--- src/rtl/spi_pkg.sv ---
// Shared types and constants for the SPI register-write controller and its timer.
// Covers frame layout, peripheral register map, controller states and pin decode.
package spi_pkg;

    localparam int unsigned FRAME_W = 16;
    localparam int unsigned ADDR_W  = 7;
    localparam int unsigned DATA_W  = 8;

    localparam logic RW_WRITE = 1'b1;

    localparam logic [ADDR_W-1:0] REG_EN_OUT_7_0  = 7'h00;
    localparam logic [ADDR_W-1:0] REG_EN_OUT_15_8 = 7'h01;
    localparam logic [ADDR_W-1:0] REG_EN_PWM_7_0  = 7'h02;
    localparam logic [ADDR_W-1:0] REG_EN_PWM_15_8 = 7'h03;
    localparam logic [ADDR_W-1:0] REG_PWM_DUTY    = 7'h04;

    typedef enum logic [2:0] {
        ST_IDLE,
        ST_SETUP,
        ST_HIGH,
        ST_LOW,
        ST_HOLD,
        ST_GAP
    } ctrl_state_t;

    typedef struct packed {
        logic sclk;
        logic mosi;
        logic cs_n;
    } spi_pins_t;

    localparam spi_pins_t PINS_IDLE = '{sclk: 1'b0, mosi: 1'b0, cs_n: 1'b1};

    // Counter width able to hold (max(a, b) - 1).
    function automatic int unsigned timer_width(int unsigned a, int unsigned b);
        int unsigned m;
        m = (a > b) ? a : b;
        return (m > 1) ? $clog2(m) : 1;
    endfunction

    function automatic spi_pins_t pins_for(ctrl_state_t st, logic bit_out);
        spi_pins_t p;
        case (st)
            ST_SETUP, ST_LOW, ST_HOLD: p = '{sclk: 1'b0, mosi: bit_out, cs_n: 1'b0};
            ST_HIGH:                   p = '{sclk: 1'b1, mosi: bit_out, cs_n: 1'b0};
            default:                   p = PINS_IDLE;
        endcase
        return p;
    endfunction

endpackage

--- src/rtl/spi_controller_phase_timer.sv ---
// Loadable down-counter; phase_done is high on the last cycle of a loaded phase.
// Loading N-1 yields a phase exactly N cycles long.
module spi_phase_timer #(
    parameter int unsigned W = 2
) (
    input  logic         clk,
    input  logic         rst,
    input  logic         load,
    input  logic [W-1:0] load_val,
    output logic         phase_done
);

    logic [W-1:0] count_q;
    logic [W-1:0] count_d;

    always_comb begin
        count_d = count_q;
        if (load) begin
            count_d = load_val;
        end else if (count_q != '0) begin
            count_d = count_q - W'(1);
        end
    end

    always_ff @(posedge clk) begin
        if (rst) begin
            count_q <= '0;
        end else begin
            count_q <= count_d;
        end
    end

    assign phase_done = (count_q == '0);

endmodule

--- src/rtl/spi_controller.sv ---
// SPI Mode 0 initiator sending 16-bit write frames {1, addr, data}, MSB first.
// Optional address range check enabled by defining SPI_CTRL_ADDR_CHECK_EN.
module spi_controller
    import spi_pkg::*;
#(
    parameter int unsigned CLK_DIV = 4,
    parameter int unsigned CS_GAP  = 4
`ifdef SPI_CTRL_ADDR_CHECK_EN
    ,
    parameter logic [ADDR_W-1:0] MAX_ADDRESS = 7'h04
`endif
) (
    input  logic              clk,
    input  logic              rst,
    input  logic              req_valid,
    output logic              req_ready,
    input  logic [ADDR_W-1:0] req_addr,
    input  logic [DATA_W-1:0] req_data,
    output logic              busy,
    output logic              done,
    output logic              err,
    output logic              sclk,
    output logic              mosi,
    output logic              cs_n
);

    localparam int unsigned TW = timer_width(CLK_DIV, CS_GAP);
    localparam logic [TW-1:0] DIV_LOAD = TW'(CLK_DIV - 1);
    localparam logic [TW-1:0] GAP_LOAD = TW'(CS_GAP - 1);

    ctrl_state_t        state_q, state_d;
    logic [FRAME_W-1:0] frame_q, frame_d;
    logic [3:0]         bit_cnt_q, bit_cnt_d;
    spi_pins_t          pins_q, pins_d;

    logic          timer_load;
    logic [TW-1:0] timer_val;
    logic          phase_done;
    logic          accept;
    logic          addr_ok;

    spi_phase_timer #(.W(TW)) u_timer (
        .clk        (clk),
        .rst        (rst),
        .load       (timer_load),
        .load_val   (timer_val),
        .phase_done (phase_done)
    );

    assign accept = req_valid && (state_q == ST_IDLE);

`ifdef SPI_CTRL_ADDR_CHECK_EN
    logic err_q, err_d;
    assign addr_ok = (req_addr <= MAX_ADDRESS);
    assign err_d   = accept && !addr_ok;
    assign err     = err_q;

    always_ff @(posedge clk) begin
        if (rst) begin
            err_q <= 1'b0;
        end else begin
            err_q <= err_d;
        end
    end
`else
    assign addr_ok = 1'b1;
    assign err     = 1'b0;
`endif

    // NOTE: every always_comb output gets a default first so no path can infer a latch.
    always_comb begin
        state_d    = state_q;
        frame_d    = frame_q;
        bit_cnt_d  = bit_cnt_q;
        timer_load = 1'b0;
        timer_val  = DIV_LOAD;

        case (state_q)
            ST_IDLE: begin
                if (accept && addr_ok) begin
                    state_d    = ST_SETUP;
                    frame_d    = {RW_WRITE, req_addr, req_data};
                    bit_cnt_d  = 4'd15;
                    timer_load = 1'b1;
                end
            end
            ST_SETUP, ST_LOW: begin
                if (phase_done) begin
                    state_d    = ST_HIGH;
                    timer_load = 1'b1;
                end
            end
            ST_HIGH: begin
                if (phase_done) begin
                    timer_load = 1'b1;
                    if (bit_cnt_q == 4'd0) begin
                        state_d = ST_HOLD;
                    end else begin
                        // Shift here so mosi moves on the first LOW cycle, well away from sclk rise.
                        state_d   = ST_LOW;
                        bit_cnt_d = bit_cnt_q - 4'd1;
                        frame_d   = {frame_q[FRAME_W-2:0], 1'b0};
                    end
                end
            end
            ST_HOLD: begin
                if (phase_done) begin
                    state_d    = ST_GAP;
                    timer_load = 1'b1;
                    timer_val  = GAP_LOAD;
                end
            end
            ST_GAP: begin
                if (phase_done) begin
                    state_d = ST_IDLE;
                end
            end
            default: state_d = ST_IDLE;
        endcase

        // Pins are registered from the next state so the off-chip lines are glitch-free.
        pins_d = pins_for(state_d, frame_d[FRAME_W-1]);
    end

    // NOTE: sequential state uses non-blocking assignments so all flops update together.
    always_ff @(posedge clk) begin
        if (rst) begin
            state_q   <= ST_IDLE;
            frame_q   <= '0;
            bit_cnt_q <= '0;
            pins_q    <= PINS_IDLE;
        end else begin
            state_q   <= state_d;
            frame_q   <= frame_d;
            bit_cnt_q <= bit_cnt_d;
            pins_q    <= pins_d;
        end
    end

    assign req_ready = (state_q == ST_IDLE);
    assign busy      = (state_q != ST_IDLE);
    assign done      = (state_q == ST_GAP) && phase_done;
    assign sclk      = pins_q.sclk;
    assign mosi      = pins_q.mosi;
    assign cs_n      = pins_q.cs_n;

endmodule

--- config.mk ---
export PLATFORM = sky130hd
export DESIGN_NAME = spi_controller
export DESIGN_NICKNAME = d
export VERILOG_FILES = /design/src/rtl/spi_pkg.sv /design/src/rtl/spi_controller_phase_timer.sv /design/src/rtl/spi_controller.sv
export SDC_FILE = /design/constraint.sdc
export NUM_CORES = 1
export LEC_CHECK = 0
export BUFFER_PORTS_ARGS = -buffer_cell sky130_fd_sc_hd__buf_2
export CAP_MARGIN = 5
export CORE_ASPECT_RATIO = 1.75
export CORE_UTILIZATION = 51
export CTS_BUF_LIST = sky130_fd_sc_hd__clkbuf_2 sky130_fd_sc_hd__clkbuf_4 sky130_fd_sc_hd__clkbuf_8
export DETAILED_ROUTE_END_ITERATION = 10
export PLACE_DENSITY = 0.76
export SYNTH_ARGS = -nofsm -noshare
export SYNTH_HDL_FRONTEND = slang
export SYNTH_SLANG_ARGS = --single-unit
--- constraint.sdc ---
create_clock -name clk -period 1.5 [get_ports clk]
set_input_delay 0 -clock clk [delete_from_list [all_inputs] [get_ports clk]]
set_output_delay 0 -clock clk [all_outputs]
set_load 0.05 [all_outputs]
Word level (Yosys, flattened, before mapping). Cells that the tools add are included.

Word-level logic and storage cells: 56. Memory bits (writable): 0. Input port bits: 18. ROM bits: 0. Register bits: 28. Memories kept: 0. Output and inout port bits: 7. Latch bits: 0.

Div/mod/pow operators: 0. Reductions and logical operators: 13. Shifts and indexed selects: 0. Eq/ne operators: 12. Bitwise gates (word level): 0. Multipliers: 0. Order comparisons: 0. Muxes and demuxes: 21. $add $sub $neg: 2.

Operators with widths (count): 2-to-1 mux 16 bit (3); case mux 16 bit (2 select lines) (1); 2-to-1 mux 3 bit (6); case mux 3 bit (5 select lines) (1); == test 3 x 2 -> 1 bit, second input constant (4); 2-to-1 mux 4 bit (3); == test 3 bit, second input constant (3); case mux 4 bit (2 select lines) (1); == test 3 x 1 -> 1 bit, second input constant (2); case mux 3 bit (2 select lines) (1); nonzero test 2 bit (3); logical NOT 4 bit (1); 2-to-1 mux 2 bit (2); inequality test 2 bit, second input constant (2); AND reduction 4 bit (1); OR reduction 4 bit (1); subtractor 4 x 1 -> 4 bit, second input constant (1); logical NOT 3 bit (1); nonzero test 3 bit (1); OR reduction 3 bit (1); logical AND 1 bit (2); logical NOT 2 bit (1); 2-to-1 mux 1 bit (2); inequality test 2 x 1 -> 1 bit, second input constant (1); other kinds (3) (3).

Depth between registers and ports, before layout.
Depth after elaboration: 7. Gate-level depth with buffers: 8. Gate-level depth less buffers: 5.

By module. A second synthesis with hierarchy kept.

Cells, all modules: 163. Area, all modules: 1337.5 µm².

By module, submodules not included: spi_controller (cells each 151, area each 1216.2 µm², seq. area each 520.5 µm², times used 1); spi_phase_timer (cells each 12, area each 121.4 µm², seq. area each 40.0 µm², times used 1).

Worst setup path before layout. OpenSTA, ideal clock, no wires.

Path kind: flip-flop to output port. Start point: register state_q[2]. End point: output port req_ready. Cell stages (with the launch flop): 5. Setup slack: -0.124 ns. Required time: 1.500 ns. Arrival: 1.624 ns. Path buffers: 2. Path through: dfxtp_1 -> buf_6 -> clkbuf_1 -> or3_1 -> inv_1.

Word-level cells in the longest chain between the ends: 1.

RTL lines: start: declaration (RTL line spi_controller.sv:31) `ctrl_state_t state_q, state_d;`; start signal: assignment (RTL line spi_controller.sv:133) `state_q <= state_d;`; logical NOT 3 bit (RTL line spi_controller.sv:140) `assign req_ready = (state_q == ST_IDLE);`; end: declaration (RTL line spi_controller.sv:16) `output logic req_ready,`.

Every way passes these cells.

Worst setup path after layout.
Start point: register u_timer.count_q[1]. End point: register frame_q[14].

Word-level cells in the longest chain between the ends: 3.

RTL lines: start: declaration (RTL line spi_controller_phase_timer.sv:13) `logic [W-1:0] count_q;`; start signal: assignment (RTL line spi_controller_phase_timer.sv:29) `count_q <= count_d;`; logical NOT 2 bit (RTL line spi_controller_phase_timer.sv:33) `assign phase_done = (count_q == '0);`; inequality test 2 bit (no source line); AND reduction 4 bit (no source line); end signal: assignment (RTL line spi_controller.sv:134) `frame_q <= frame_d;`; end: declaration (RTL line spi_controller.sv:32) `logic [FRAME_W-1:0] frame_q, frame_d;`.

Every way passes these cells. A chain may end at the register's enable or synchronous reset.

==> summary.md <==
| Metric | Value |
|---|---|
| Run status | `finished, violations left` |
| Required time of the worst setup path | `1.72 ns` |
| Wire length per cell after detailed routing | `19.33 um` |
| Share of the cycle needed by the critical path after routing | `1.076` |
| TritonCTS clock tree | `done` |
| Async S/R FF share, synth | `0` |
| Grt ovf | `0` |
| Worst Path Max Fanout | `5` |
| Clock edge transition at the registers on the reported setup and hold paths | `0.10 ns` |
| Reg2reg end | `frame_q[14]` |
| Crit path buf inv count | `2` |
| Source of the worst register-to-register timing path | `u_timer.count_q[1]` |
| WL final | `5.025 mm` |
| Via total after detailed routing | `1,673` |
| Cell count after synthesis | `173` |
| Net count, final | `256` |
| Layout Skew | `0.005761 ns` |
| Number of detailed-route iterations in the first pass | `4` |
| Final Worst Setup Slack | `-0.1134 ns` |
| Top achievable clock speed | `619.8 MHz` |
| Relative max-transition margin | `0.6425` |
| Clk sink count | `28` |
| Number of buffers on the longest clock path | `2` |
| Commonest cells in the synthesized netlist | `dfxtp_1 (28), a31oi_1 (18), nand2_1 (17)` |
| Critical Path Source | `u_timer.count_q[1]` |
| Starting density of the core | `0.5523` |
| Number of design-rule violations left by the first detailed-router iteration | `85` |
| Total of buffers placed on input and output ports | `23` |
| Area growth from synthesis to layout | `47.16%` |
| LEAKAGE | `0.0008843 uW` |
| Synth Area per Inst | `8.787 sq um` |
| Depth of the worst register-to-register path | `6` |
| Die Width | `43.27 um` |
| Number of antenna repair diodes | `0` |
| Actual transition at the worst max-transition pin | `0.5362 ns` |
| Cell area after synthesis | `0.001520 sq mm` |
| Count of flip-flops with a built-in enable after synthesis | `0` |
| Core Box Area | `0.002753 sq mm` |
| Final worst path period need | `1.613 ns` |
| Timing endpoint of the critical path | `frame_q[14]` |
| Share of the synthesized area in the top cell type | `0.3687` |
| Total die area | `0.003212 sq mm` |
| Number of max-capacitance violations reported | `0` |
| Type of destination of the critical path | `flop` |
| Post-DRT Antenna Nets | `0` |
| Post-synthesis cell type with the largest combined area | `dfxtp_1` |
| Number of max-slew violations in the final report | `0` |
| Hold Violations, Final | `0` |
| Maximum single-stage delay on the critical path | `0.41 ns` |
| DRC violation count after routing | `0` |
| FF/Latch Area | `575.6 sq um` |
| Distinct cells, synth | `44` |
| Root Buffer | `clkbuf_8` |
| H-tree depth | `1` |
| Share of the yosys chip area belonging to registers | `0.3687` |
| Violations in the final reports | `negative setup slack` |
| Placement row count | `25` |
| Finished Cell Area | `0.002237 sq mm` |
| Synth warn | `0` |
| Critical path cell sequence | `inv_2, ha_4, nor4bb_2, buf_4, a2111oi_2, a221o_1` |
| Antenna violations before repair | `0` |
| Non-filler cells in the finished layout | `260` |
| Power density normalized to cell area | `1331 mW/mm^2` |
| Gr usage total | `0.2641` |
| Startpoint-to-endpoint class of the critical path | `flop to flop` |
| Clock buffer count from CTS | `3` |
| Logic depth of the worst path, buffers included | `6` |
| # fillers | `167` |
| Vias in the first global route | `1,476` |
| Layout cell share with drive strength beyond 1 | `0.4464` |
| I/O pin cnt | `25` |
| Post-Place Cells | `226` |
| CP delay by family, top | `compound AO/OA/AOI/OAI gates` |
| Top cells by area, synth | `dfxtp_1 (37%), a31oi_1 (7.4%), nand3_1 (4.6%)` |
| Placement-stage cell area | `0.001753 sq mm` |
| Sum of negative setup slack | `-0.2827 ns` |
| Detail-routed via count per cell | `6.435` |
| Multi-input combinational cell area | `949.7 sq um` |
| Unrepaired setup endpoints after global routing | `yes` |
| Critical path startpoint category | `flop` |
| Worst Hold Slack | `0.2052 ns` |
| Main flop type after synthesis | `dfxtp_1` |
| VDD IR max | `0.0009798 V` |
| FF-to-FF setup slack | `-0.11 ns` |
| Final setup violation count | `8` |
| Total power consumption of the routed design | `2977 uW` |
| HPWL Detailed | `2.657 mm` |
| Most repeated cell in the gate-level netlist after synthesis | `dfxtp_1` |
| Pin count of the biggest net entering global routing | `29` |
| Flip-flop and latch count after synthesis | `28` |
| Height of the die | `74.23 um` |
| Cell type of the slowest stage on the worst timing path | `a2111oi_2` |
| Final weighted congestion in routability-driven placement | `0.7943` |
| First-pass GRT wire length | `6.423 mm` |
| Post-synth net total | `194` |
| Min-Delay Path Class | `input port to flop` |
| Data arrival time of the critical path | `1.83 ns` |
| Clock latency on the worst-skew pair | `0.28 ns` |
==> per-stage QoR <==
stage / worst slack, ns / util
2_1_floorplan: -0.005954 / -
3_3_place_gp: -0.01161 / 0.6368
3_5_place_dp: -0.09616 / 0.6368
4_1_cts: -0.03564 / 0.7323
5_1_grt: -0.1458 / 0.8127
6_report: -0.1134 / 0.8127
==> final cells by class <==
type	instances	share of cell area
Timing Repair Buffer	76	0.2701
Multi-Input combinational cell	119	0.4245
Tap cell	27	0.01510
Clock buffer	3	0.01846
Inverter	7	0.01454
Sequential cell	28	0.2573
==> cells in the final DEF (no fill, tap or decap), types with 3 or more instances in the layout <==
cell / synthesis / final
nor2_1: 4 / 4
dlygate4sd3_1: 0 / 15
nor2b_1: 3 / 3
nand3_1: 14 / 14
nand2_1: 17 / 16
o211ai_2: 5 / 5
o211ai_1: 9 / 9
buf_2: 10 / 21
buf_4: 2 / 29
clkbuf_8: 0 / 3
a31oi_1: 18 / 17
dfxtp_4: 0 / 3
dfxtp_1: 28 / 22
inv_2: 0 / 3
a21oi_1: 6 / 6
or4b_4: 1 / 3
buf_6: 4 / 9
dfxtp_2: 0 / 3
ha_4: 0 / 3
==> kinds of logic (layout without fill, tap and decap cells) <==
| family | count (synthesis) | count (layout) | synth area share |
|---|---|---|---|
| other | 1 | 1 | 0.002467 |
| adder cells (fa/ha/maj) | 3 | 3 | 0.02469 |
| multiplexers | 1 | 1 | 0.007407 |
| buffers and inverters | 28 | 86 | 0.1021 |
| AND/OR/NAND/NOR | 58 | 60 | 0.2272 |
| AO/OA/AOI/OAI | 53 | 53 | 0.2617 |
| flip-flops | 28 | 28 | 0.3687 |
| XOR/XNOR | 1 | 1 | 0.005762 |
==> worst min-delay path by stage <==
stage	startpoint	end	slack (ns)	depth (start not counted)
after floorplan	req_data[0]	frame_q[0]	0.14	2
after global placement	req_addr[6]	frame_q[14]	0.24	2
after detailed placement	req_addr[6]	frame_q[14]	0.24	2
after CTS	rst	frame_q[0]	0.20	2
after global routing	rst	frame_q[0]	0.23	2
final	rst	frame_q[0]	0.21	2
==> where the power goes <==
part	switching [uW]	internal, uW	total [uW]
combinational	815	757	1570
clock	242	181	423
sequential	110	872	983
==> registers in the layout (all words and copies together), names as in the netlist <==
register	flops
sclk	1
u_timer.count_q	2
state_q	3
mosi	1
frame_q	16
cs_n	1
bit_cnt_q	4
==> timing repair <==
item	in CTS	in global routing
setup endpoints to repair	24	23
buffers inserted	3	11
pin swaps	3	19
endpoints found under the hold margin	15	0
gates cloned	0	2
gates resized for setup	17	29
hold buffers	15	0
==> routing by layer <==
layer  GRT usage  vias to the layer above  share of wire
met5           0                        -              0
met4      0.1481                        0          0.035
met3     0.03641                       17          0.037
met2      0.4842                       79           0.56
met1      0.2814                      803           0.36
li1            -                      774              -
(Power assumes the default switching activity.)
